$ cat config.mk
export PLATFORM = sky130hd
export DESIGN_NAME = board_memory
export DESIGN_NICKNAME = d
export VERILOG_FILES = /design/src/rtl/tetris_pkg.sv /design/src/rtl/board_memory_pix_to_cell.sv /design/src/rtl/board_memory.sv
export SDC_FILE = /design/constraint.sdc
export NUM_CORES = 2
export LEC_CHECK = 0
export CORE_MARGIN = 10
export CORE_UTILIZATION = 40
export CTS_BUF_LIST = sky130_fd_sc_hd__clkbuf_16
export DETAILED_ROUTE_END_ITERATION = 7
export HOLD_SLACK_MARGIN = 0.08
export PLACE_DENSITY_LB_ADDON = 0.1
export SKIP_CTS_REPAIR_TIMING = 1
export SLEW_MARGIN = 20
export SYNTH_ARGS = -nofsm -noshare
export SYNTH_HDL_FRONTEND = slang
export SYNTH_SLANG_ARGS = --single-unit
$ cat constraint.sdc
create_clock -name clk -period 70.9 [get_ports clk]
set_clock_uncertainty 0.2 [all_clocks]
set_input_delay 14.18 -clock clk [delete_from_list [all_inputs] [get_ports clk]]
set_output_delay 14.18 -clock clk [all_outputs]
set_load 0.1 [all_outputs]
$ cat src/rtl/tetris_pkg.sv
// tetris_pkg: definitions shared by the board store and the colour generator.
//   - block codes (0 = empty cell)
//   - sweep FSM state encoding
//   - board geometry defaults (cells and pixel origin)
//   - block colour palette and code_to_color lookup
package tetris_pkg;

  localparam int BOARD_COLS  = 10;
  localparam int BOARD_ROWS  = 20;
  localparam int BOARD_ORG_X = 220;
  localparam int BOARD_ORG_Y = 40;
  localparam int BOARD_CELL  = 20;

  typedef enum logic [2:0] {
    BLK_EMPTY = 3'd0,
    BLK_T     = 3'd1,
    BLK_O     = 3'd2,
    BLK_L     = 3'd3,
    BLK_J     = 3'd4,
    BLK_S     = 3'd5,
    BLK_Z     = 3'd6,
    BLK_I     = 3'd7
  } block_e;

  typedef enum logic [2:0] {
    ST_IDLE,
    ST_LOCK,
    ST_SCAN,
    ST_SHIFT,
    ST_FIN
  } state_e;

  localparam logic [23:0] COL_BLUE        = 24'h66B2FF;
  localparam logic [23:0] COL_PINK        = 24'hFF3399;
  localparam logic [23:0] COL_DARK_PURPLE = 24'h7F00FF;
  localparam logic [23:0] COL_YELLOW      = 24'hFFFF66;
  localparam logic [23:0] COL_GREEN       = 24'h66FF66;
  localparam logic [23:0] COL_PLUM        = 24'h990099;
  localparam logic [23:0] COL_MINTY       = 24'h99FFCC;

  function automatic logic [23:0] code_to_color(input logic [2:0] code);
    logic [23:0] c;
    case (code)
      BLK_T:   c = COL_BLUE;
      BLK_O:   c = COL_PINK;
      BLK_L:   c = COL_DARK_PURPLE;
      BLK_J:   c = COL_YELLOW;
      BLK_S:   c = COL_GREEN;
      BLK_Z:   c = COL_PLUM;
      BLK_I:   c = COL_MINTY;
      default: c = 24'h000000;
    endcase
    return c;
  endfunction

endpackage

$ cat src/rtl/board_memory_pix_to_cell.sv
// pix_to_cell: maps a pixel (row, column) to a board cell.
//   row, column : current pixel position
//   in_board    : pixel lies inside the board rectangle
//   cx, cy      : cell coordinates (only meaningful when in_board)
// Cell index is found by counting how many cell boundaries the offset has
// passed, so no divider is needed.
module pix_to_cell
  import tetris_pkg::*;
#(
  parameter int COLS  = BOARD_COLS,
  parameter int ROWS  = BOARD_ROWS,
  parameter int ORG_X = BOARD_ORG_X,
  parameter int ORG_Y = BOARD_ORG_Y,
  parameter int CELL  = BOARD_CELL
) (
  input  logic [8:0] row,
  input  logic [9:0] column,
  output logic       in_board,
  output logic [3:0] cx,
  output logic [4:0] cy
);

  localparam logic [9:0] X_LO = 10'(ORG_X);
  localparam logic [9:0] X_HI = 10'(ORG_X + COLS * CELL);
  localparam logic [8:0] Y_LO = 9'(ORG_Y);
  localparam logic [8:0] Y_HI = 9'(ORG_Y + ROWS * CELL);

  logic [9:0] dx;
  logic [8:0] dy;

  always_comb begin
    in_board = (column >= X_LO) && (column < X_HI) && (row >= Y_LO) && (row < Y_HI);
    // Offsets wrap when outside the board; the result is then gated by in_board.
    dx = column - X_LO;
    dy = row - Y_LO;
    cx = '0;
    cy = '0;
    for (int k = 1; k < COLS; k++) begin
      if (dx >= 10'(k * CELL)) cx = cx + 4'd1;
    end
    for (int k = 1; k < ROWS; k++) begin
      if (dy >= 9'(k * CELL)) cy = cy + 5'd1;
    end
  end

endmodule

$ cat src/rtl/board_memory.sv
// board_memory: 10x20 Tetris playfield store with lock write, collision
// query and line-clear sweep.
//   clk, rst               : clock, synchronous active-high reset
//   clear_all              : wipe the board and abort any sweep
//   row, column            : pixel position -> ram_color (combinational)
//   lock_req/lock_block/xs/ys : write four squares, then sweep full rows
//   query_xs/ys -> query_hit  : combinational collision test of four squares
//   busy, done, lines_cleared, top_out : sweep status
module board_memory
  import tetris_pkg::*;
#(
  parameter int COLS  = BOARD_COLS,
  parameter int ROWS  = BOARD_ROWS,
  parameter int ORG_X = BOARD_ORG_X,
  parameter int ORG_Y = BOARD_ORG_Y,
  parameter int CELL  = BOARD_CELL
) (
  input  logic        clk,
  input  logic        rst,
  input  logic        clear_all,
  input  logic [8:0]  row,
  input  logic [9:0]  column,
  output logic [23:0] ram_color,
  input  logic        lock_req,
  input  logic [2:0]  lock_block,
  input  logic [15:0] lock_xs,
  input  logic [19:0] lock_ys,
  input  logic [15:0] query_xs,
  input  logic [19:0] query_ys,
  output logic        query_hit,
  output logic        busy,
  output logic        done,
  output logic [2:0]  lines_cleared,
  output logic        top_out
);

  localparam logic [3:0] MAX_X = 4'(COLS - 1);
  localparam logic [4:0] MAX_Y = 5'(ROWS - 1);

  logic [2:0]  cells_q [ROWS][COLS];
  logic [2:0]  cells_d [ROWS][COLS];
  state_e      state_q, state_d;
  logic [2:0]  blk_q, blk_d;
  logic [15:0] xs_q, xs_d;
  logic [19:0] ys_q, ys_d;
  logic [4:0]  r_q, r_d;
  logic [4:0]  s_q, s_d;
  logic [2:0]  cnt_q, cnt_d;
  logic [2:0]  lines_q, lines_d;
  logic        top_q, top_d;

  logic        row_full;
  logic        row0_any;
  logic        in_board;
  logic [3:0]  pcx;
  logic [4:0]  pcy;

  // Pixel side
  pix_to_cell #(
    .COLS (COLS),
    .ROWS (ROWS),
    .ORG_X(ORG_X),
    .ORG_Y(ORG_Y),
    .CELL (CELL)
  ) u_pix_to_cell (
    .row     (row),
    .column  (column),
    .in_board(in_board),
    .cx      (pcx),
    .cy      (pcy)
  );

  assign ram_color = in_board ? code_to_color(cells_q[pcy][pcx]) : 24'h000000;

  // Collision query: range is checked before the array is indexed.
  always_comb begin
    logic [3:0] qx;
    logic [4:0] qy;
    query_hit = 1'b0;
    for (int k = 0; k < 4; k++) begin
      qx = query_xs[4*k +: 4];
      qy = query_ys[5*k +: 5];
      if (qx > MAX_X || qy > MAX_Y) query_hit = 1'b1;
      else if (cells_q[qy][qx] != 3'd0) query_hit = 1'b1;
    end
  end

  always_comb begin
    row_full = 1'b1;
    row0_any = 1'b0;
    for (int c = 0; c < COLS; c++) begin
      if (cells_q[r_q][c] == 3'd0) row_full = 1'b0;
      if (cells_q[0][c] != 3'd0) row0_any = 1'b1;
    end
  end

  // Sweep FSM
  always_comb begin
    logic [3:0] lx;
    logic [4:0] ly;
    state_d = state_q;
    cells_d = cells_q;
    blk_d   = blk_q;
    xs_d    = xs_q;
    ys_d    = ys_q;
    r_d     = r_q;
    s_d     = s_q;
    cnt_d   = cnt_q;
    lines_d = lines_q;
    top_d   = top_q;
    lx      = '0;
    ly      = '0;

    case (state_q)
      ST_IDLE: begin
        if (lock_req) begin
          blk_d   = lock_block;
          xs_d    = lock_xs;
          ys_d    = lock_ys;
          state_d = ST_LOCK;
        end
      end
      ST_LOCK: begin
        for (int k = 0; k < 4; k++) begin
          lx = xs_q[4*k +: 4];
          ly = ys_q[5*k +: 5];
          if (lx <= MAX_X && ly <= MAX_Y) cells_d[ly][lx] = blk_q;
        end
        r_d     = MAX_Y;
        cnt_d   = 3'd0;
        state_d = ST_SCAN;
      end
      ST_SCAN: begin
        if (row_full) begin
          if (cnt_q != 3'd4) cnt_d = cnt_q + 3'd1;
          s_d     = r_q;
          state_d = ST_SHIFT;
        end else if (r_q == 5'd0) begin
          state_d = ST_FIN;
        end else begin
          r_d = r_q - 5'd1;
        end
      end
      ST_SHIFT: begin
        if (s_q != 5'd0) cells_d[s_q] = cells_q[s_q - 5'd1];
        // The copy into row 1 is the last one; row 0 empties in the same cycle.
        if (s_q <= 5'd1) begin
          for (int c = 0; c < COLS; c++) cells_d[0][c] = 3'd0;
          state_d = ST_SCAN;
        end else begin
          s_d = s_q - 5'd1;
        end
      end
      ST_FIN: begin
        lines_d = cnt_q;
        top_d   = row0_any;
        state_d = ST_IDLE;
      end
      default: state_d = ST_IDLE;
    endcase

    if (clear_all) begin
      for (int y = 0; y < ROWS; y++)
        for (int c = 0; c < COLS; c++) cells_d[y][c] = 3'd0;
      state_d = ST_IDLE;
      cnt_d   = 3'd0;
      lines_d = 3'd0;
      top_d   = 1'b0;
    end
  end

  always_ff @(posedge clk) begin
    if (rst) begin
      state_q <= ST_IDLE;
      blk_q   <= '0;
      xs_q    <= '0;
      ys_q    <= '0;
      r_q     <= '0;
      s_q     <= '0;
      cnt_q   <= '0;
      lines_q <= '0;
      top_q   <= 1'b0;
      for (int y = 0; y < ROWS; y++)
        for (int c = 0; c < COLS; c++) cells_q[y][c] <= 3'd0;
    end else begin
      state_q <= state_d;
      cells_q <= cells_d;
      blk_q   <= blk_d;
      xs_q    <= xs_d;
      ys_q    <= ys_d;
      r_q     <= r_d;
      s_q     <= s_d;
      cnt_q   <= cnt_d;
      lines_q <= lines_d;
      top_q   <= top_d;
    end
  end

  // Results are presented during FIN together with done, then held.
  assign busy          = (state_q != ST_IDLE);
  assign done          = (state_q == ST_FIN);
  assign lines_cleared = (state_q == ST_FIN) ? cnt_q : lines_q;
  assign top_out       = (state_q == ST_FIN) ? row0_any : top_q;

endmodule
==> metrics <==
Fillers=15700; Core Util, Final=0.445; cell count of the worst hold path=2; Worst setup SP type=input pin; DRT iter0 DRCs=14500; clock latency at the later pin of the worst-skew pair=780 ps; period utilization=0.671; Crit Reg-Reg Endpoint=cells_q[325]; placed insts=9677; crit path time final=47570 ps; Non-Filler Instances=9861; M1 GR Usage=0.562; Top FF cell, synth=dfxtp_1; row count=145; IO Port Bufs=128; area grow syn2layout=10.4%; Vias/cell=7.81; H-tree depth=3; Buf/Inv on CP=8; critical path required time=56520 ps; CTS tree=built; number of global-route vias before repair=68700; RSZ-0062 raised after global routing=no; worst min path class=reg -> reg; Die Height=418 um; Sequential Area=13200 um^2; antenna-violating nets left=0; #FFs+latches synth=659; Post-Syn Instances=8007; antenna violations before repair=33; first-pass GRT wire length=574000 um; drt total wl=425000 um; EDFF count, synth=0; Reg2Reg Setup Slack=64750 ps; clock slew at reported path FFs=60 ps; grt peak-use layer=met2; IO Pins=129; Multi-input gate area=47300 um^2; max incr delay on CP=1190 ps; gpl congestion=1.11; Hold WS=295 ps; synth unique cells=98; met2 usage=0.640; Die Span X=418 um; most frequent CP cell=ha_1; yosys synthesis warning count=0; TritonCTS Buffers=88; Starting Density=0.403; reg2reg start=s_q[0]; Crit path max-delay family=adder cells; fmax=21.0 MHz; mapped cell area=63200 um^2; Residual DRC=7; slew margin rel.=0.0356; post-synth top area share=0.209; GRT Total Usage=0.463; largest net degree at the start of global routing=180; post-synthesis sequential area ratio=0.209; Wirelength per Cell=43.1 um; Post-DP HPWL=312000 um; final hold vios=0; Final setup viols=0; failing checks=DRC; PwrDens=32.1 nW/um^2; slowest cell on the critical path=clkdlybuf4s50_1; Post-synth ARST share=0; CTS root buf=clkbuf_16; Worst VDD drop=0.121 mV; largest area contributor in the netlist=dfxtp_1; Synth area leaders=dfxtp_1, mux4_2, nor2_1; CORE AREA=157000 um^2; Worst Hold End=xs_q[10]; DRT Pass-1 Iters=8; fin nets=7867; synthesized area per cell=7.90 um^2; max-cap check violation count=0; clk sinks=659; CTS max path bufs=3; max-slew violation count=0; Worst Max-Slew Pin Slew=1440 ps; total grt overflow=0; via count=77100; CP Max Fanout=64; Arrival @ worst endpoint=33190 ps; final setup TNS=0 ps; GRT met3 Usage=0.222; R2R depth=11; share of post-route cells with drive strength above 1=0.192; worst hold path startpoint=xs_q[10]; outcome=complete, but fails checks; crit end category=primary output; leakage power=24.8 nW; die area=174000 um^2; syn nets=8150; WS Path Type=in -> out
==> layout make-up <==
| class | instances | area share |
|---|---|---|
| clock inverters | 64 | 0.00865 |
| well taps | 2058 | 0.0369 |
| multi-input cells | 6484 | 0.678 |
| flip-flops and latches | 659 | 0.189 |
| repair buffers | 450 | 0.0534 |
| inverters | 41 | 0.00220 |
| diodes | 17 | 0.000609 |
| clock buffers | 88 | 0.0315 |
==> sequential cells by signal (all words and copies together), names as in the netlist, 3 cells and up <==
register / flops
lines_q: 3
ys_q: 20
r_q: 5
xs_q: 16
state_q: 3
blk_q: 3
cnt_q: 3
s_q: 5
cells_q: 600
==> Yosys cell counts, types with 11 or more instances <==
cell / instances
a2111oi_0: 22
a211oi_1: 121
a21boi_0: 18
a21oi_1: 925
a221o_1: 94
a221oi_1: 157
a22o_1: 16
a22oi_1: 134
a31oi_1: 19
and2_1: 34
and3_1: 39
buf_1: 69
buf_2: 27
buf_4: 18
clkbuf_1: 706
dfxtp_1: 659
ha_1: 45
inv_1: 40
mux2_2: 26
mux2i_1: 77
mux4_2: 540
nand2_1: 479
nand2b_1: 37
nand3_1: 96
nand3b_1: 11
nand4_1: 12
nor2_1: 1294
nor2b_1: 115
nor3_1: 317
nor3b_1: 18
nor4_1: 36
o211ai_1: 15
o21a_1: 13
o21ai_0: 884
o221a_2: 328
o221ai_1: 52
o22ai_1: 209
or3_1: 56
xnor2_1: 51
xor2_1: 23
==> per-stage QoR <==
| step | worst slack (ps) | power (mW) | cell area, um^2 |
|---|---|---|---|
| floorplan | 25650 | 1.21 | 63200 |
| global placement | 23830 | 1.70 | 66700 |
| detailed placement | 23640 | 1.71 | 66800 |
| CTS | 23560 | 2.17 | 69600 |
| global route | 22100 | 2.26 | 69800 |
| finish | 23330 | 2.24 | 69800 |
==> worst max path at each step <==
stage | slack, ps | to | cells past startpoint | start
6_report | 23330 | ram_color[9] | 72 | row[3]
5_1_grt | 22100 | ram_color[9] | 74 | row[3]
4_1_cts | 23560 | ram_color[9] | 72 | row[3]
3_5_place_dp | 23640 | ram_color[9] | 74 | row[3]
3_3_place_gp | 23830 | ram_color[13] | 74 | row[3]
2_1_floorplan | 25650 | ram_color[18] | 72 | row[4]
==> tightest hold or removal path: cells and delay by family, from the launching register on <==
family | cells | cell delay, ps
flops | 1 | 330
compound gates | 1 | 50
simple gates | 1 | 60
==> where the power goes <==
part,switching (mW),internal [mW],leakage [nW]
combinational,1.01,0.394,18.1
clock,0.211,0.252,1.43
sequential,0.00684,0.372,5.32
==> placed cells by master (no fill, tap or decap), types with 114 or more instances in the layout <==
| cell type | Yosys | routed |
|---|---|---|
| nor3_1 | 317 | 281 |
| nand2_1 | 479 | 475 |
| a21oi_1 | 925 | 925 |
| a22oi_1 | 134 | 134 |
| nor2b_1 | 115 | 114 |
| a221oi_1 | 157 | 155 |
| dfxtp_1 | 659 | 655 |
| mux4_2 | 540 | 540 |
| buf_4 | 18 | 303 |
| nor2_1 | 1294 | 1254 |
| clkdlybuf4s50_1 | 0 | 115 |
| o221a_2 | 328 | 328 |
| o22ai_1 | 209 | 209 |
| a211oi_1 | 121 | 121 |
| o21ai_0 | 884 | 883 |
==> metal layers <==
layer	vias up	wire, um
li1	30400	-
met1	37600	150000
met2	7182	167000
met3	1782	70300
met4	38	37500
met5	-	603
==> kinds of logic (layout without fill, tap and decap cells) <==
group / after synthesis / count (layout) / synth area share
other: 0 / 17 / 0
AOI/OAI and AO/OA: 3101 / 3101 / 0.322
buffers and inverters: 864 / 643 / 0.0532
muxes: 646 / 646 / 0.210
DFF: 659 / 659 / 0.209
and+or+nand+nor: 2603 / 2603 / 0.182
xor gates and xnor gates: 88 / 88 / 0.0151
adders and majority gates: 46 / 46 / 0.00906
Power figures use the tool's default switching activity.
